[src/rtl/adc_drp_poller.sv]
// adc_drp_poller: autonomous master for the ADC hard-macro register port.
// Periodically sweeps NUM_CH result registers, box-car averages each channel
// over 2^AVG_LOG2 sweeps, publishes averages with per-channel range alarms,
// and interleaves single host configuration reads/writes between sweeps.
// Ports:
//   clk, rst                 clock, synchronous active-high reset
//   en                       enables the sweep tick counter
//   PADDR..PREADY            register-port master (setup/access handshake)
//   cfg_req..cfg_err         host single-transfer request/ack interface
//   thr_hi, thr_lo           per-channel inclusive limits, 16 bits per channel
//   result, result_valid     averaged values and their one-cycle update pulse
//   alarm                    per-channel out-of-range flags
//   timeout_err, overrun_err sticky error flags, cleared by err_clr
module adc_drp_poller #(
  parameter int unsigned NUM_CH       = 4,
  parameter logic [7:0]  CH_ADDR_BASE = 8'h00,
  parameter int unsigned POLL_DIV     = 1000,
  parameter int unsigned AVG_LOG2     = 2,
  parameter int unsigned TIMEOUT_CYC  = 64
) (
  input  logic                 clk,
  input  logic                 rst,
  input  logic                 en,
  output logic [7:0]           PADDR,
  output logic                 PSEL,
  output logic                 PENABLE,
  output logic                 PWRITE,
  output logic [15:0]          PWDATA,
  input  logic [15:0]          PRDATA,
  input  logic                 PREADY,
  input  logic                 cfg_req,
  input  logic                 cfg_we,
  input  logic [7:0]           cfg_addr,
  input  logic [15:0]          cfg_wdata,
  output logic [15:0]          cfg_rdata,
  output logic                 cfg_ack,
  output logic                 cfg_err,
  input  logic [NUM_CH*16-1:0] thr_hi,
  input  logic [NUM_CH*16-1:0] thr_lo,
  output logic [NUM_CH*16-1:0] result,
  output logic                 result_valid,
  output logic [NUM_CH-1:0]    alarm,
  output logic                 timeout_err,
  output logic                 overrun_err,
  input  logic                 err_clr
);

  localparam int unsigned CH_W  = (NUM_CH > 1) ? $clog2(NUM_CH) : 1;
  localparam int unsigned DIV_W = $clog2(POLL_DIV);
  localparam int unsigned TO_W  = $clog2(TIMEOUT_CYC + 1);
  localparam int unsigned ACC_W = 16 + AVG_LOG2;
  localparam int unsigned SW_W  = AVG_LOG2 + 1;
  localparam int unsigned AVG_N = 1 << AVG_LOG2;

  typedef enum logic [2:0] {
    IDLE, SETUP, ACCESS, NEXT, PUBLISH, CFG_SETUP, CFG_ACCESS, CFG_DONE
  } state_t;

  state_t            state_q, state_d;
  logic [CH_W-1:0]   ch_q, ch_d;
  logic [DIV_W-1:0]  div_q;
  logic [TO_W-1:0]   wait_q;
  logic [SW_W-1:0]   sweep_q;
  logic [ACC_W-1:0]  acc_q [NUM_CH];
  logic [15:0]       avg_c [NUM_CH];
  logic              pending_q;
  logic              tick_c, consume_c, timeout_c, sweep_to_c, last_ch_c;
  logic [7:0]        paddr_d;
  logic              psel_d, penable_d, pwrite_d;
  logic [15:0]       pwdata_d;

  // Sweep tick generator and the single-entry pending flag
  assign tick_c     = en && (div_q == DIV_W'(POLL_DIV - 1));
  assign consume_c  = (state_q == IDLE) && !cfg_req && pending_q;
  assign last_ch_c  = (ch_q == CH_W'(NUM_CH - 1));
  assign timeout_c  = ((state_q == ACCESS) || (state_q == CFG_ACCESS)) && !PREADY &&
                      (wait_q == TO_W'(TIMEOUT_CYC - 1));
  assign sweep_to_c = (state_q == ACCESS) && timeout_c;

  // Truncating average per channel
  always_comb begin
    for (int i = 0; i < NUM_CH; i++) begin
      avg_c[i] = 16'(acc_q[i] >> AVG_LOG2);
    end
  end

  // Next state plus next bus values; the bus is registered from the next state
  always_comb begin
    state_d   = state_q;
    ch_d      = ch_q;
    paddr_d   = 8'h00;
    psel_d    = 1'b0;
    penable_d = 1'b0;
    pwrite_d  = 1'b0;
    pwdata_d  = 16'h0000;
    case (state_q)
      IDLE: begin
        if (cfg_req) begin
          state_d = CFG_SETUP;
        end else if (pending_q) begin
          state_d = SETUP;
          ch_d    = '0;
        end
      end
      SETUP:   state_d = ACCESS;
      ACCESS: begin
        if (PREADY)         state_d = NEXT;
        else if (timeout_c) state_d = IDLE;
      end
      NEXT: begin
        if (!last_ch_c) begin
          ch_d    = ch_q + 1'b1;
          state_d = SETUP;
        end else if (sweep_q == SW_W'(AVG_N - 1)) begin
          state_d = PUBLISH;
        end else begin
          state_d = IDLE;
        end
      end
      PUBLISH:    state_d = IDLE;
      CFG_SETUP:  state_d = CFG_ACCESS;
      CFG_ACCESS: if (PREADY || timeout_c) state_d = CFG_DONE;
      CFG_DONE:   state_d = IDLE;
      default:    state_d = IDLE;
    endcase

    case (state_d)
      SETUP, ACCESS: begin
        psel_d    = 1'b1;
        penable_d = (state_d == ACCESS);
        paddr_d   = CH_ADDR_BASE + 8'(ch_d);
      end
      CFG_SETUP: begin
        psel_d   = 1'b1;
        paddr_d  = cfg_addr;
        pwrite_d = cfg_we;
        pwdata_d = cfg_we ? cfg_wdata : 16'h0000;
      end
      CFG_ACCESS: begin
        psel_d    = 1'b1;
        penable_d = 1'b1;
        paddr_d   = PADDR;
        pwrite_d  = PWRITE;
        pwdata_d  = PWDATA;
      end
      default: ;
    endcase
  end

  // State, bus and control registers
  always_ff @(posedge clk) begin
    if (rst) begin
      state_q      <= IDLE;
      ch_q         <= '0;
      div_q        <= '0;
      wait_q       <= '0;
      pending_q    <= 1'b0;
      PADDR        <= 8'h00;
      PSEL         <= 1'b0;
      PENABLE      <= 1'b0;
      PWRITE       <= 1'b0;
      PWDATA       <= 16'h0000;
      cfg_rdata    <= 16'h0000;
      cfg_ack      <= 1'b0;
      cfg_err      <= 1'b0;
      result_valid <= 1'b0;
      timeout_err  <= 1'b0;
      overrun_err  <= 1'b0;
    end else begin
      state_q   <= state_d;
      ch_q      <= ch_d;
      PADDR     <= paddr_d;
      PSEL      <= psel_d;
      PENABLE   <= penable_d;
      PWRITE    <= pwrite_d;
      PWDATA    <= pwdata_d;
      if (en) div_q <= tick_c ? '0 : div_q + 1'b1;
      // A tick arriving in the same cycle as consumption becomes the new pending
      pending_q <= tick_c | (pending_q & ~consume_c);
      wait_q    <= (((state_q == ACCESS) || (state_q == CFG_ACCESS)) && !PREADY) ?
                   wait_q + 1'b1 : '0;
      cfg_ack      <= (state_d == CFG_DONE);
      cfg_err      <= (state_q == CFG_ACCESS) && timeout_c;
      result_valid <= (state_d == PUBLISH);
      if ((state_q == CFG_ACCESS) && (state_d == CFG_DONE)) begin
        cfg_rdata <= (PREADY && !PWRITE) ? PRDATA : 16'h0000;
      end
      // New error wins over a simultaneous clear
      if (sweep_to_c)   timeout_err <= 1'b1;
      else if (err_clr) timeout_err <= 1'b0;
      if (tick_c && pending_q && !consume_c) overrun_err <= 1'b1;
      else if (err_clr)                      overrun_err <= 1'b0;
    end
  end

  // Accumulators and sweep count; a sweep timeout discards the whole window
  always_ff @(posedge clk) begin
    if (rst || (state_q == PUBLISH) || sweep_to_c) begin
      sweep_q <= '0;
      for (int i = 0; i < NUM_CH; i++) acc_q[i] <= '0;
    end else begin
      if ((state_q == ACCESS) && PREADY) acc_q[ch_q] <= acc_q[ch_q] + ACC_W'(PRDATA);
      if ((state_q == NEXT) && last_ch_c) sweep_q <= sweep_q + 1'b1;
    end
  end

  // Published averages and alarms, updated only on entry to PUBLISH
  always_ff @(posedge clk) begin
    if (rst) begin
      result <= '0;
      alarm  <= '0;
    end else if (state_d == PUBLISH) begin
      for (int i = 0; i < NUM_CH; i++) begin
        result[16*i +: 16] <= avg_c[i];
        alarm[i]           <= (avg_c[i] > thr_hi[16*i +: 16]) ||
                              (avg_c[i] < thr_lo[16*i +: 16]);
      end
    end
  end

endmodule

[config.mk]
export PLATFORM = sky130hd
export DESIGN_NAME = adc_drp_poller
export DESIGN_NICKNAME = d
export VERILOG_FILES = /design/src/rtl/adc_drp_poller.sv
export SDC_FILE = /design/constraint.sdc
export NUM_CORES = 1
export LEC_CHECK = 0
export BUFFER_PORTS_ARGS = -buffer_cell sky130_fd_sc_hd__clkbuf_2
export CAP_MARGIN = 20
export CORE_MARGIN = 5
export CORE_UTILIZATION = 50
export DETAILED_ROUTE_END_ITERATION = 6
export PLACE_DENSITY = 0.75
export SLEW_MARGIN = 5
export SYNTH_ARGS = -nofsm -noshare
export SYNTH_HDL_FRONTEND = slang
export SYNTH_SLANG_ARGS = --single-unit
[constraint.sdc]
create_clock -name clk -period 11.02 [get_ports clk]
set_input_delay 1.102 -clock clk [delete_from_list [all_inputs] [get_ports clk]]
set_output_delay 1.102 -clock clk [all_outputs]
set_load 0.01 [all_outputs]
==> Yosys cells after proc, flatten, opt, wreduce, memory -nomap -nowiden <==
Memories as Yosys holds them, arrays and structs flattened. A register that Yosys moved wholly into a read port is not among the register bits.
Cells that the tools add are included.
{ "op_classes": {"n_addsub": 5, "mul": 0, "n_div": 0, "order_cmp": 8, "eq_ne": 17, "shifts": 0, "n_mux": 32, "n_bitwise": 4, "reduce_logical": 33} }
{ "op_table": {"columns": ["cell", "count"], "rows": [
  ["16-bit greater-than comparator", 4],
  ["16-bit less-than comparator", 4],
  ["16-bit 2-to-1 mux", 2],
  ["16-bit case mux with 2 select lines", 1],
  ["3-bit equality test (second input constant)", 8],
  ["8-bit case mux with 3 select lines", 1],
  ["3-bit 2-to-1 mux", 7],
  ["3-bit case mux with 7 select lines", 1],
  ["18-bit by 16-bit adder with 18-bit output", 1],
  ["18-bit 2-to-1 mux", 1],
  ["18-bit OR reduction", 1],
  ["1-bit logical AND", 13],
  ["3-bit by 2-bit equality test with 1-bit output (second input constant)", 4],
  ["10-bit by 1-bit adder with 10-bit output (second input constant)", 1],
  ["10-bit equality test (second input constant)", 1],
  ["1-bit 2-to-1 mux", 10],
  ["10-bit 2-to-1 mux", 1],
  ["2-bit 2-to-1 mux", 5],
  ["1-bit logical OR", 8],
  ["7-bit by 1-bit adder with 7-bit output (second input constant)", 1],
  ["7-bit by 6-bit equality test with 1-bit output (second input constant)", 1],
  ["3-bit by 1-bit equality test with 1-bit output (second input constant)", 2],
  ["2-bit OR reduction", 3],
  ["1-bit zero test", 4],
  ["11 further kinds", 14]
]} }
{ "word_totals": {"register_bits": 142, "latch_bits": 0, "ramBits": 72, "rom_bits": 0, "inputBits": 175, "output_inout_bits": 116, "mem_count": 1} }
{ "memory_table": {"columns": ["memory", "words", "width", "read_ports", "rd_clocked_by_memory_dff", "wr", "line_no", "rtl"], "rows": [
  ["acc_q", 4, 18, 5, 1, 4, "64", "logic [ACC_W-1:0] acc_q [NUM_CH];"]
]} }

==> Depth between registers and ports, before layout <==
{ "depth": {"ltp_word": 10, "depth_mapped": 12, "mapped_depth_nobuf": 10} }

==> Least setup slack after synthesis <==
OpenSTA, ideal clock, no wires.
{ "synth_timing": {"path_kind": "register to register", "start": "register ch_q[0]", "end": "memory acc_q[0][13] in the netlist's numbering, data pin", "setup_ps": 266, "t_arrival_ps": 3357, "setup_slack_ps": 7397, "path_stages_with_launch": 12, "path_buffers": 3, "synth_period_minus_slack_ps": 3623, "path_cell_list": "dfxtp_1 buf_2 buf_2 buf_2 mux4_2 ha_1 a41o_1 a221o_1 a41o_4 a21o_1 a311oi_2 nor2_1"} }
{ "synth_lines": {"columns": ["item", "line_no", "rtl"], "rows": [
  ["start, declared", "60", "logic [CH_W-1:0] ch_q, ch_d;"],
  ["start signal, assigned", "171", "ch_q <= ch_d;"],
  ["end, declared", "64", null]
]} }

==> results.md <==
* Root Buffer: clkbuf_16
* Layout cell share with drive strength beyond 1 at 0.224
* Mean Syn Cell Area at 8.91 um2
* Vert. Die Dim at 167 um
* DRT iter0 DRCs at 943
* PD cells at 179 nW/um2
* RD Place Congestion at 0.950
* CP endpoint kind: register
* Final Max Tran Viols at 0
* Antenna cells at 0
* RSZ-0062 raised after global routing: false
* P&R area growth vs syn at 19.7%
* DRC at 0
* Max clock buf depth at 3
* Clock-pin slew of the registers on the worst-case setup and hold paths at 0.06 ns
* Dpl cells at 1953
* First-pass GRT wire length at 58100 um
* FF/Latch Area at 5000 um2
* Total track usage at 0.254
* Syn_nets at 1713
* Worst rel slew slack at 0.207
* Max IR drop VDD at 0.000127 V
* Worst path slowest cell: dfxtp_1
* Hold slack at 0.447 ns
* Final nets at 1979
* Post-cts hold buffer count at 0
* Final setup viols at 0
* Initial core utilization at 0.509
* Post-route minimum period at 3.95 ns
* Share of the synthesized area in the top cell type at 0.230
* Die W at 167 um
* Critical path required time at 11.27 ns
* Top_reg_cell synth: dfxtp_1
* Distinct cells, synth at 70
* Hpwl dp at 28300 um
* Vias at 11188
* CTS H-Tree Depth at 1
* Latest clock arrival within the worst-skew pair at 0.52 ns
* Initial antenna violation count at 0
* Largest stage delay, worst path at 0.70 ns
* Routed WL per cell at 18.6 um
* Buf/Inv on CP at 1
* Slew at the pin closest to its max-slew limit at 1.17 ns
* Post-CTS setup buffer count at 0
* Yosys top cell by area: dfxtp_1
* Final hold vios at 0
* Final period utilization at 0.359
* Routed WL at 37200 um
* Largest net degree at the start of global routing at 73
* Pre-antenna DRT Iters at 5
* Core Box Area at 24300 um2
* Yosys warning count at 0
* Inserted Clock Buffers at 24
* Finished Layout Cells at 1997
* Cells after Synth at 1389
* Tightest Hold Check Type: reg2reg
* Worst EP arrival at 4.21 ns
* Row Count at 57
* Post-Syn Area at 12400 um2
* Footprint of the multi-input gates at 6540 um2
* CP Class: reg2reg
* Asr flop ratio synth at 0
* Grt total ovfl at 0
* Input/output buffers at 290
* CTS resizes at 0
* FF+latch count, synth at 214
* Synth area leaders: dfxtp_1 23%, edfxtp_1 17%, ha_1 15%
* I/O pin count at 291
* Total power at 2650 uW
* Most frequent cell after synthesis: nand2_1
* Clock skew at 0.0208 ns
* Vias in the first global route at 10942
* EDFF count, synth at 72
* CTS sink cnt at 214
* Fmax at 253 MHz
* Antenna viol nets, final at 0
* Die Area at 28000 um2
* CP Cell Sequence: buf_4 > mux4_2 > ha_1 > a41o_1 > a221o_1 > a41o_4 > and4_4 > a311oi_2 > nor2_1
* Status: complete, no violations
* # fillers at 2182
* Worst Path Max Fanout at 15
* Max Cap Violations at 0
* Cell family with most CP delay: compound AO/OA/AOI/OAI gates
* Avg Vias per Cell at 5.60
* CP Launch Type: register
* Sequential area share after synthesis at 0.405
* Post-synth top cells: 202 x nand2_1, 158 x a21oi_1, 151 x inv_1
* Final setup TNS at 0 ns
* CTS tree: yes
* Leakage power at 0.00703 uW
[final cells by class]
cell class              count  share of cell area
well taps                 324              0.0274
inverters                 152              0.0385
clock buffers              34              0.0465
repair buffers            299               0.103
flip-flops and latches    214               0.338
multi-input cells         964               0.441
clock inverters            10             0.00558
[registers in the layout (all words and copies together), names as in the netlist]
name / cells
acc_q: 72
result: 64
PWDATA: 16
cfg_rdata: 16
div_q: 10
PADDR: 8
wait_q: 7
alarm: 4
state_q: 3
sweep_q: 3
ch_q: 2
PENABLE: 1
PSEL: 1
PWRITE: 1
cfg_ack: 1
cfg_err: 1
overrun_err: 1
pending_q: 1
result_valid: 1
timeout_err: 1
[layer usage]
metal	vias to the layer above	wire (um)	GRT usage
met5	-	0	0
met4	0	1100	0.0688
met3	74	3770	0.0594
met2	560	17200	0.423
met1	5177	15200	0.334
li1	5377	-	-
[worst paths after layout]
| kind | cells past startpoint | slack, ns | to | startpoint |
|---|---|---|---|---|
| setup / recovery | 9 | 7.07 | acc_q[0][11] | ch_q[0] |
| hold / removal | 2 | 0.45 | PWDATA[13] | PWDATA[13] |
| setup reg to reg | 9 | 7.07 | acc_q[0][11] | ch_q[0] |
| hold reg to reg | 2 | 0.45 | PWDATA[13] | PWDATA[13] |
[tightest hold or removal path, stage by stage (launching register included)]
cell,delay (ns)
dfxtp_1,0.30
nand2_1,0.05
a21oi_1,0.05
[report_power, final]
| group | switching (uW) | leakage [uW] | total, uW | internal, uW |
|---|---|---|---|---|
| registers | 120 | 0.00191 | 1050 | 930 |
| clock network | 324 | 0.000377 | 784 | 460 |
| logic | 506 | 0.00475 | 818 | 311 |
[cell usage in the layout, fill, tap and decap left out, types with 13 or more instances in the layout]
cell       instances
nand4_1           21
nand2b_1          22
nor2_1            98
nand2_1          201
a21o_1            28
ha_1             148
clkbuf_2         289
clkbuf_16         25
dfxtp_1          142
mux4_2            18
edfxtp_1          72
nor3_1            18
nand3_1           57
inv_1            151
o21ai_0           27
a21oi_1          158
nor2b_1           13
[cells by family (layout without fill, tap and decap cells)]
family                     Yosys count  count (layout)  synth area share
AOI/OAI and AO/OA                  292             292             0.148
xor gates and xnor gates            21              21            0.0149
adders and majority gates          149             149             0.151
buffers and inverters              211             495            0.0675
DFF                                214             214             0.405
muxes                               22              22            0.0361
and+or+nand+nor                    480             480             0.178
[per-stage QoR]
stage               utilization  instance area [um2]  worst slack, ns
global placement          0.577                14000             7.00
CTS                       0.609                14800             7.08
detailed placement        0.577                14000             6.92
floorplan                     -                12400             7.40
finish                    0.609                14800             7.07
global route              0.609                14800             6.89
Note: power is estimated with default switching activity, not from simulation.
